$ cat src/rtl/star_tally.sv
// Star collection tally: detects each star's first touch once per level, tracks
// count and saturating score, drives a flash window and a level-complete flag.
module star_tally #(
  parameter int N_STARS         = 5,
  parameter int CNT_W           = 4,
  parameter int POINTS_PER_STAR = 10,
  parameter int SCORE_MAX       = 999,
  parameter int FLASH_CYCLES    = 25000000
) (
  input  logic               sys_clk,
  input  logic               RST,
  input  logic [N_STARS-1:0] touch_star,
  input  logic               level_restart,
  output logic [CNT_W-1:0]   star_count,
  output logic [9:0]         score,
  output logic [N_STARS-1:0] collected_mask,
  output logic               collect_pulse,
  output logic [2:0]         collect_idx,
  output logic               flash,
  output logic               all_collected
);

  localparam int TMR_W = $clog2(FLASH_CYCLES);

  typedef enum logic [1:0] {
    ST_PLAY,
    ST_FLASH,
    ST_DONE
  } state_t;

  state_t             r_state;
  state_t             w_next_state;
  logic [N_STARS-1:0] r_prev;
  logic [N_STARS-1:0] r_mask;
  logic [CNT_W-1:0]   r_count;
  logic [9:0]         r_score;
  logic               r_pulse;
  logic [2:0]         r_idx;
  logic               r_flash;
  logic [TMR_W-1:0]   r_timer;

  logic [N_STARS-1:0] w_new_hits;
  logic [3:0]         w_hit_cnt;
  logic [2:0]         w_low_idx;
  logic [CNT_W-1:0]   w_count_next;
  logic [31:0]        w_score_sum;
  logic [9:0]         w_score_next;
  logic               w_accept;
  logic               w_complete;

  // A star counts only on a fresh rise and only if it has not been counted this level.
  assign w_new_hits = touch_star & ~r_prev & ~r_mask;

  // NOTE: every signal written in always_comb gets a default first, so no latch is inferred.
  always_comb begin
    w_hit_cnt = '0;
    w_low_idx = '0;
    for (int i = N_STARS - 1; i >= 0; i--) begin
      if (w_new_hits[i]) begin
        w_hit_cnt = w_hit_cnt + 4'd1;
        w_low_idx = 3'(i);
      end
    end
  end

  assign w_accept     = (r_state != ST_DONE) && (|w_new_hits) && !level_restart;
  assign w_count_next = r_count + CNT_W'(w_hit_cnt);
  assign w_complete   = (w_count_next == CNT_W'(N_STARS));
  assign w_score_sum  = 32'(r_score) + 32'(POINTS_PER_STAR) * 32'(w_hit_cnt);
  assign w_score_next = (w_score_sum > 32'(SCORE_MAX)) ? 10'(SCORE_MAX) : w_score_sum[9:0];

  // NOTE: sequential state uses non-blocking assignments so all flops update together.
  always_ff @(posedge sys_clk or posedge RST) begin
    if (RST) r_state <= ST_PLAY;
    else     r_state <= w_next_state;
  end

  always_comb begin
    w_next_state = r_state;
    if (level_restart) begin
      w_next_state = ST_PLAY;
    end else if (w_accept) begin
      w_next_state = w_complete ? ST_DONE : ST_FLASH;
    end else if (r_state == ST_FLASH && r_timer == '0) begin
      w_next_state = ST_PLAY;
    end
  end

  // Restart clears the level tally but keeps the cumulative score.
  always_ff @(posedge sys_clk or posedge RST) begin
    if (RST) begin
      r_prev  <= '0;
      r_mask  <= '0;
      r_count <= '0;
      r_score <= '0;
      r_pulse <= 1'b0;
      r_idx   <= '0;
      r_flash <= 1'b0;
      r_timer <= '0;
    end else begin
      r_prev  <= touch_star;
      r_pulse <= w_accept;
      if (level_restart) begin
        r_mask  <= '0;
        r_count <= '0;
        r_flash <= 1'b0;
        r_timer <= '0;
      end else if (w_accept) begin
        r_mask  <= r_mask | w_new_hits;
        r_count <= w_count_next;
        r_score <= w_score_next;
        r_idx   <= w_low_idx;
        r_flash <= 1'b1;
        r_timer <= TMR_W'(FLASH_CYCLES - 1);
      end else if (r_flash) begin
        if (r_timer == '0) r_flash <= 1'b0;
        else               r_timer <= r_timer - TMR_W'(1);
      end
    end
  end

  always_comb begin
    star_count     = r_count;
    score          = r_score;
    collected_mask = r_mask;
    collect_pulse  = r_pulse;
    collect_idx    = r_idx;
    flash          = r_flash;
    all_collected  = (r_state == ST_DONE);
  end

endmodule
$ cat config.mk
export PLATFORM = sky130hd
export DESIGN_NAME = star_tally
export DESIGN_NICKNAME = d
export VERILOG_FILES = /design/src/rtl/star_tally.sv
export SDC_FILE = /design/constraint.sdc
export NUM_CORES = 1
export LEC_CHECK = 0
export CAP_MARGIN = 20
export CORE_UTILIZATION = 50
export CTS_BUF_LIST = sky130_fd_sc_hd__clkbuf_8
export DETAILED_ROUTE_END_ITERATION = 16
export PLACE_DENSITY = 0.71
export SLEW_MARGIN = 25
export SYNTH_ARGS = -nofsm -noshare
export SYNTH_HDL_FRONTEND = slang
export SYNTH_SLANG_ARGS = --single-unit
$ cat constraint.sdc
create_clock -name sys_clk -period 9.84 [get_ports sys_clk]
set_input_delay 1.968 -clock sys_clk [delete_from_list [all_inputs] [get_ports sys_clk]]
set_output_delay 1.968 -clock sys_clk [all_outputs]
set_load 0.03 [all_outputs]
### After elaboration in Yosys (flattened, before gate mapping)

Index checks and enable logic that the tools add are counted.

| cells by class | value |
|---|---|
| reduce and logical (&&, ||, !) cells | 11 |
| $mul | 1 |
| muxes and demuxes | 27 |
| bitwise gates (word level) | 6 |
| equality and inequality tests | 5 |
| add/sub/neg operators | 7 |
| order comparisons | 1 |

Operator list:

| cell | number |
|---|---|
| 2-to-1 mux 25 bit | 4 |
| logical NOT 25 bit | 1 |
| subtractor 25 x 1 -> 25 bit, second input constant | 1 |
| 2-to-1 mux 4 bit | 6 |
| adder 4 x 1 -> 4 bit, second input constant | 4 |
| 2-to-1 mux 3 bit | 5 |
| adder 10 x 8 -> 11 bit | 1 |
| > comparator 11 x 10 -> 1 bit, second input constant | 1 |
| AND 5 bit | 2 |
| 2-to-1 mux 10 bit | 1 |
| 2-to-1 mux 5 bit | 2 |
| inverter 5 bit | 2 |
| 2-to-1 mux 2 bit | 4 |
| multiplier 3 x 4 -> 7 bit, first input constant | 1 |
| nonzero test 3 bit | 2 |
| 2-to-1 mux 1 bit | 5 |
| bitwise OR 5 bit | 1 |
| OR reduction 5 bit | 1 |
| adder 4 bit | 1 |
| equality test 4 x 3 -> 1 bit, second input constant | 1 |
| AND reduction 2 bit | 2 |
| logical AND 1 bit | 3 |
| inequality test 3 bit, second input constant | 1 |
| equality test 2 x 1 -> 1 bit, second input constant | 1 |
| other kinds (5) | 5 |

| word-level totals | value |
|---|---|
| bits of input ports | 8 |
| register bits after elaboration | 56 |
| logic and storage cells | 67 |

### Logic depth before layout (Yosys ltp)

| depth | value |
|---|---|
| depth after elaboration | 17 |
| depth in mapped cells | 23 |
| depth with buffers taken out | 22 |

### Worst setup path before layout

No wires, ideal clock.

| timing | value |
|---|---|
| path kind | in2reg |
| from | in touch_star[3] |
| to | reg r_score[2], in the netlist score[2] |
| stages on the path | 19 |
| setup slack | 3.548 ns |
| library setup time | 0.137 ns |
| arrival | 6.154 ns |
| cells stage by stage | nand3b_1 -> ha_1 -> xor2_1 -> nand2_1 -> o21ai_0 -> ha_1 -> mux2_2 -> ha_1 -> ha_1 -> fa_1 -> xnor2_1 -> ha_1 -> clkbuf_1 -> and3b_1 -> a211oi_1 -> o211ai_1 -> and4b_1 -> a41oi_1 -> a31oi_1 |

| on the way | value |
|---|---|
| cells in the longest elaborated chain, start to end | 13 |

RTL lines:

| item | RTL line | source |
|---|---|---|
| start: declaration | 12 | `input logic [N_STARS-1:0] touch_star,` |
| AND 5 bit (*) (2 in a row) | 52 | `assign w_new_hits = touch_star & ~r_prev & ~r_mask;` |
| 2-to-1 mux 4 bit | 59 | `if (w_new_hits[i]) begin` |
| adder 4 x 1 -> 4 bit | 60 | `w_hit_cnt = w_hit_cnt + 4'd1;` |
| 2-to-1 mux 4 bit | 59 |  |
| adder 4 x 1 -> 4 bit | 60 |  |
| 2-to-1 mux 4 bit | 59 |  |
| adder 4 x 1 -> 4 bit | 60 |  |
| 2-to-1 mux 4 bit | 59 |  |
| multiplier 3 x 4 -> 7 bit | 69 | `assign w_score_sum = 32'(r_score) + 32'(POINTS_PER_STAR) * 32'(w_hit_cnt);` |
| adder 10 x 8 -> 11 bit | 69 |  |
| > comparator 11 x 10 -> 1 bit | 70 | `assign w_score_next = (w_score_sum > 32'(SCORE_MAX)) ? 10'(SCORE_MAX) : w_score_sum[9:0];` |
| 2-to-1 mux 10 bit | 70 |  |
| end signal: assignment | 111 | `r_score <= w_score_next;` |
| end: declaration | 36 | `logic [9:0] r_score;` |

Every way passes the cells marked *; elsewhere a longest branch is shown, timed or not.
A chain may end at the register's enable or synchronous reset.

### Worst setup path in the final report

| timing | value |
|---|---|
| from | in touch_star[2] |
| to | reg r_score[2], in the netlist score[2] |

| on the way | value |
|---|---|
| cells in the longest elaborated chain, start to end | 11 |

RTL lines:

| item | RTL line |
|---|---|
| AND 5 bit (*) (2 in a row) | 52 |
| 2-to-1 mux 4 bit | 59 |
| adder 4 x 1 -> 4 bit | 60 |
| 2-to-1 mux 4 bit | 59 |
| adder 4 x 1 -> 4 bit | 60 |
| 2-to-1 mux 4 bit | 59 |
| multiplier 3 x 4 -> 7 bit | 69 |
| adder 10 x 8 -> 11 bit | 69 |
| > comparator 11 x 10 -> 1 bit | 70 |
| 2-to-1 mux 10 bit | 70 |

Marked as above.

==> results_dict.tcl <==
set metrics [dict create \
    cpMostUsedCell "ha_1" \
    synthTopCellsByArea "dfrtp_1, ha_1, xnor2_1" \
    crit_buf_inv 1 \
    crit_start "touch_star[2]" \
    rows 29 \
    fin_tns_setup_ns 0 \
    syn_area_sq_mm 0.00341 \
    synth_top_area_share_pct 41.1 \
    clkSinkCount 56 \
    grt.total_usage_pct 21.1 \
    h-tree-depth 2 \
    ios 33 \
    whs_ns 0.487 \
    drive_gt1_share_pct 5.96 \
    status "finished clean" \
    worstPathCellList "clkdlybuf4s50_1 > nor3b_2 > mux2i_1 > xor2_1 > nand2_1 > o21ai_0 > ha_1 > mux2_2 > ha_1 > ha_1 > fa_1 > xnor2_1 > ha_1 > and3b_1 > a211oi_1 > o211ai_1 > and4b_1 > a41oi_1 > a31oi_1" \
    dieWidth_um 84.5 \
    critPathKind "primary input to register" \
    tightest_slew_ns 0.895 \
    syn_area_per_cell_sq_um 9.54 \
    fillers 586 \
    ys_seq_area_share_pct 41.1 \
    ys_ff_latch 56 \
    cts_setup_buffers 0 \
    r2r-start "collected_mask[3]$_DFFE_PP0P_" \
    finalCritPeriodShare_pct 70.1 \
    crit_slowest_cell "clkdlybuf4s50_1" \
    cts_hold_buffers 0 \
    min_period_ns 6.90 \
    clock_power_share_pct 16.7 \
    setup_viol 0 \
    hold_violations 0 \
    synthTopCellsByCount "dfrtp_1, nor2_1, a21oi_1, nand2_1, xnor2_1" \
    vias 2656 \
    dpl_worst_slack_ns 2.65 \
    power_frac_comb_pct 45.4 \
    synth_most_common_cell "dfrtp_1" \
    antenna_left 0 \
    synth_edf_count 0 \
    grt_pass1_wl_mm 12.2 \
    cap_violations 0 \
    portBuffers 32 \
    seq_power_share_pct 37.9 \
    clock_path_buffers 2 \
    diodes 0 \
    cts_tree "built" \
    powerDensity_mw_per_mm2 205 \
    hpwl_mm 4.85 \
    synth_nets 389 \
    gp_congestion 0.845 \
    endpoint "score[2]$_DFFE_PP0P_" \
    cts_buffers 5 \
    drc 0 \
    grt-ovfl-total 0 \
    min_path_type "register to register" \
    cpLargestDelayFamily "adder cells" \
    drt-initial-drc-count 100 \
    power.leakage_nw 1.68 \
    drt-wirelength-per-cell_um 15.0 \
    report.final.slew_viol_count 0 \
    rsz0062_at_grt "false" \
    setup_slack_ns 2.94 \
    cts.clk_slew.worst_paths_ns 0.09 \
    internal_power_w 0.000471 \
    core_sq_mm 0.00646 \
    worstPathMaxFanout 9 \
    end_kind "register" \
    grt_start_max_net_pins 57 \
    drt_pass1_iterations 4 \
    fmax_mhz 145 \
    dieHeight_um 84.5 \
    vdd_drop_max_mv 0.168 \
    ctsResizeCount 0 \
    cts_root_buf "clkbuf_8" \
    dieArea_sq_mm 0.00715 \
    synth_cell_type_count 57 \
    p_sw_w 0.000323 \
    p_sw_share_pct 40.7 \
    synthCells 357 \
    reg2reg_depth 18 \
    ys.flop_type "dfrtp_1" \
    worst-path-stages 19 \
    synthArstFlopShare_pct 100 \
    max_stage_delay_ns 0.51 \
    startpoint_type "primary input" \
    antenna_found_initial 0 \
    critical_path_arrival_ns 7.08 \
    yosysWarnings 0 \
    wirelength_mm 6.95 \
    area_delta_synth_final_pct 13.7 \
    nets 417 \
    fin_skew_ns 0.0106 \
    drt-vias-per-instance 5.74 \
    slew_headroom_pct 40.0 \
    start_util_pct 52.7 \
    yosys.area.top_type "dfrtp_1" \
    clock_latency_ns 0.31 \
    grt_pass1_vias 2612 \
    cp.required_ns 10.02 \
    r2r_slack_ns 4.63 \
    r2r_end "score[2]$_DFFE_PP0P_" \
    final_util_pct 59.9 \
]
-- sequential cells by signal, indices dropped and copies added, names as in the netlist --
signal,flops
flash,1
collect_idx,3
r_prev,5
collect_pulse,1
r_timer,25
score,10
r_state,2
star_count,4
collected_mask,5
-- worst reg2reg max path, delay by kind of cell (launching register included) --
family	cells	cell delay [ns]
fa+ha+maj	6	2.14
compound gates	5	1.05
simple gates	4	0.84
flops	1	0.41
xor+xnor	2	0.33
mux	1	0.32
-- routing by layer --
layer	vias up	routed length (um)	GRT usage, %
met3	6	210	3.54
met2	49	3280	35.7
met4	0	62	4.47
met1	1296	3390	28.7
met5	-	0	0
li1	1305	-	-
-- worst min-delay path by stage --
stage / start / to / slack [ns] / depth (start not counted)
2_1_floorplan: r_timer[23]$_DFFE_PP0P_ / r_timer[23]$_DFFE_PP0P_ / 0.50 / 2
3_3_place_gp: score[0]$_DFFE_PP0P_ / score[0]$_DFFE_PP0P_ / 0.46 / 1
3_5_place_dp: score[0]$_DFFE_PP0P_ / score[0]$_DFFE_PP0P_ / 0.46 / 1
4_1_cts: score[0]$_DFFE_PP0P_ / score[0]$_DFFE_PP0P_ / 0.50 / 1
5_1_grt: score[0]$_DFFE_PP0P_ / score[0]$_DFFE_PP0P_ / 0.51 / 1
6_report: score[0]$_DFFE_PP0P_ / score[0]$_DFFE_PP0P_ / 0.49 / 1
-- kinds of logic after synthesis --
group	count (synthesis)	share of synthesized area, %
simple gates	130	21.2
compound gates	78	14.2
flops	56	41.1
xor+xnor	37	9.52
buf+inv	29	3.49
fa+ha+maj	24	9.48
mux	3	0.918
-- final cells by class --
type | instances | area (sq um) | area share (%)
multi-input cells | 272 | 1890 | 48.7
flip-flops and latches | 56 | 1400 | 36.2
repair buffers | 34 | 335 | 8.66
well taps | 77 | 96.3 | 2.49
clock buffers | 6 | 82.6 | 2.13
inverters | 16 | 60.1 | 1.55
clock inverters | 2 | 10.0 | 0.259
-- power by group through the flow --
stage | Clock, W | Combinational, W | Sequential, W
final | 0.000133 | 0.000361 | 0.000301
after global routing | 0.000145 | 0.000400 | 0.000307
after CTS | 0.000137 | 0.000361 | 0.000301
after detailed placement | 0 | 0.000358 | 0.000305
after global placement | 0 | 0.000353 | 0.000304
after floorplan | 0 | 0.000212 | 0.000345
-- metrics by stage --
stage | power (W) | instances | area, sq um
after CTS | 0.000798 | 463 | 3870
after global placement | 0.000657 | 455 | 3780
final | 0.000794 | 463 | 3870
after detailed placement | 0.000663 | 455 | 3780
after floorplan | 0.000557 | 357 | 3410
after global routing | 0.000852 | 463 | 3870
-- cell usage in the layout, fill, tap and decap left out, types with 6 or more instances in the layout --
master	count
a31oi_1	9
inv_1	14
nor2b_1	7
o21ai_0	15
dfrtp_1	56
a21oi_1	30
clkdlybuf4s50_1	32
xnor2_1	23
xor2_1	14
ha_1	21
nor3_1	9
clkbuf_8	6
nor2_1	39
nand2_1	30
nand2b_1	6
(Power assumes the default switching activity.)
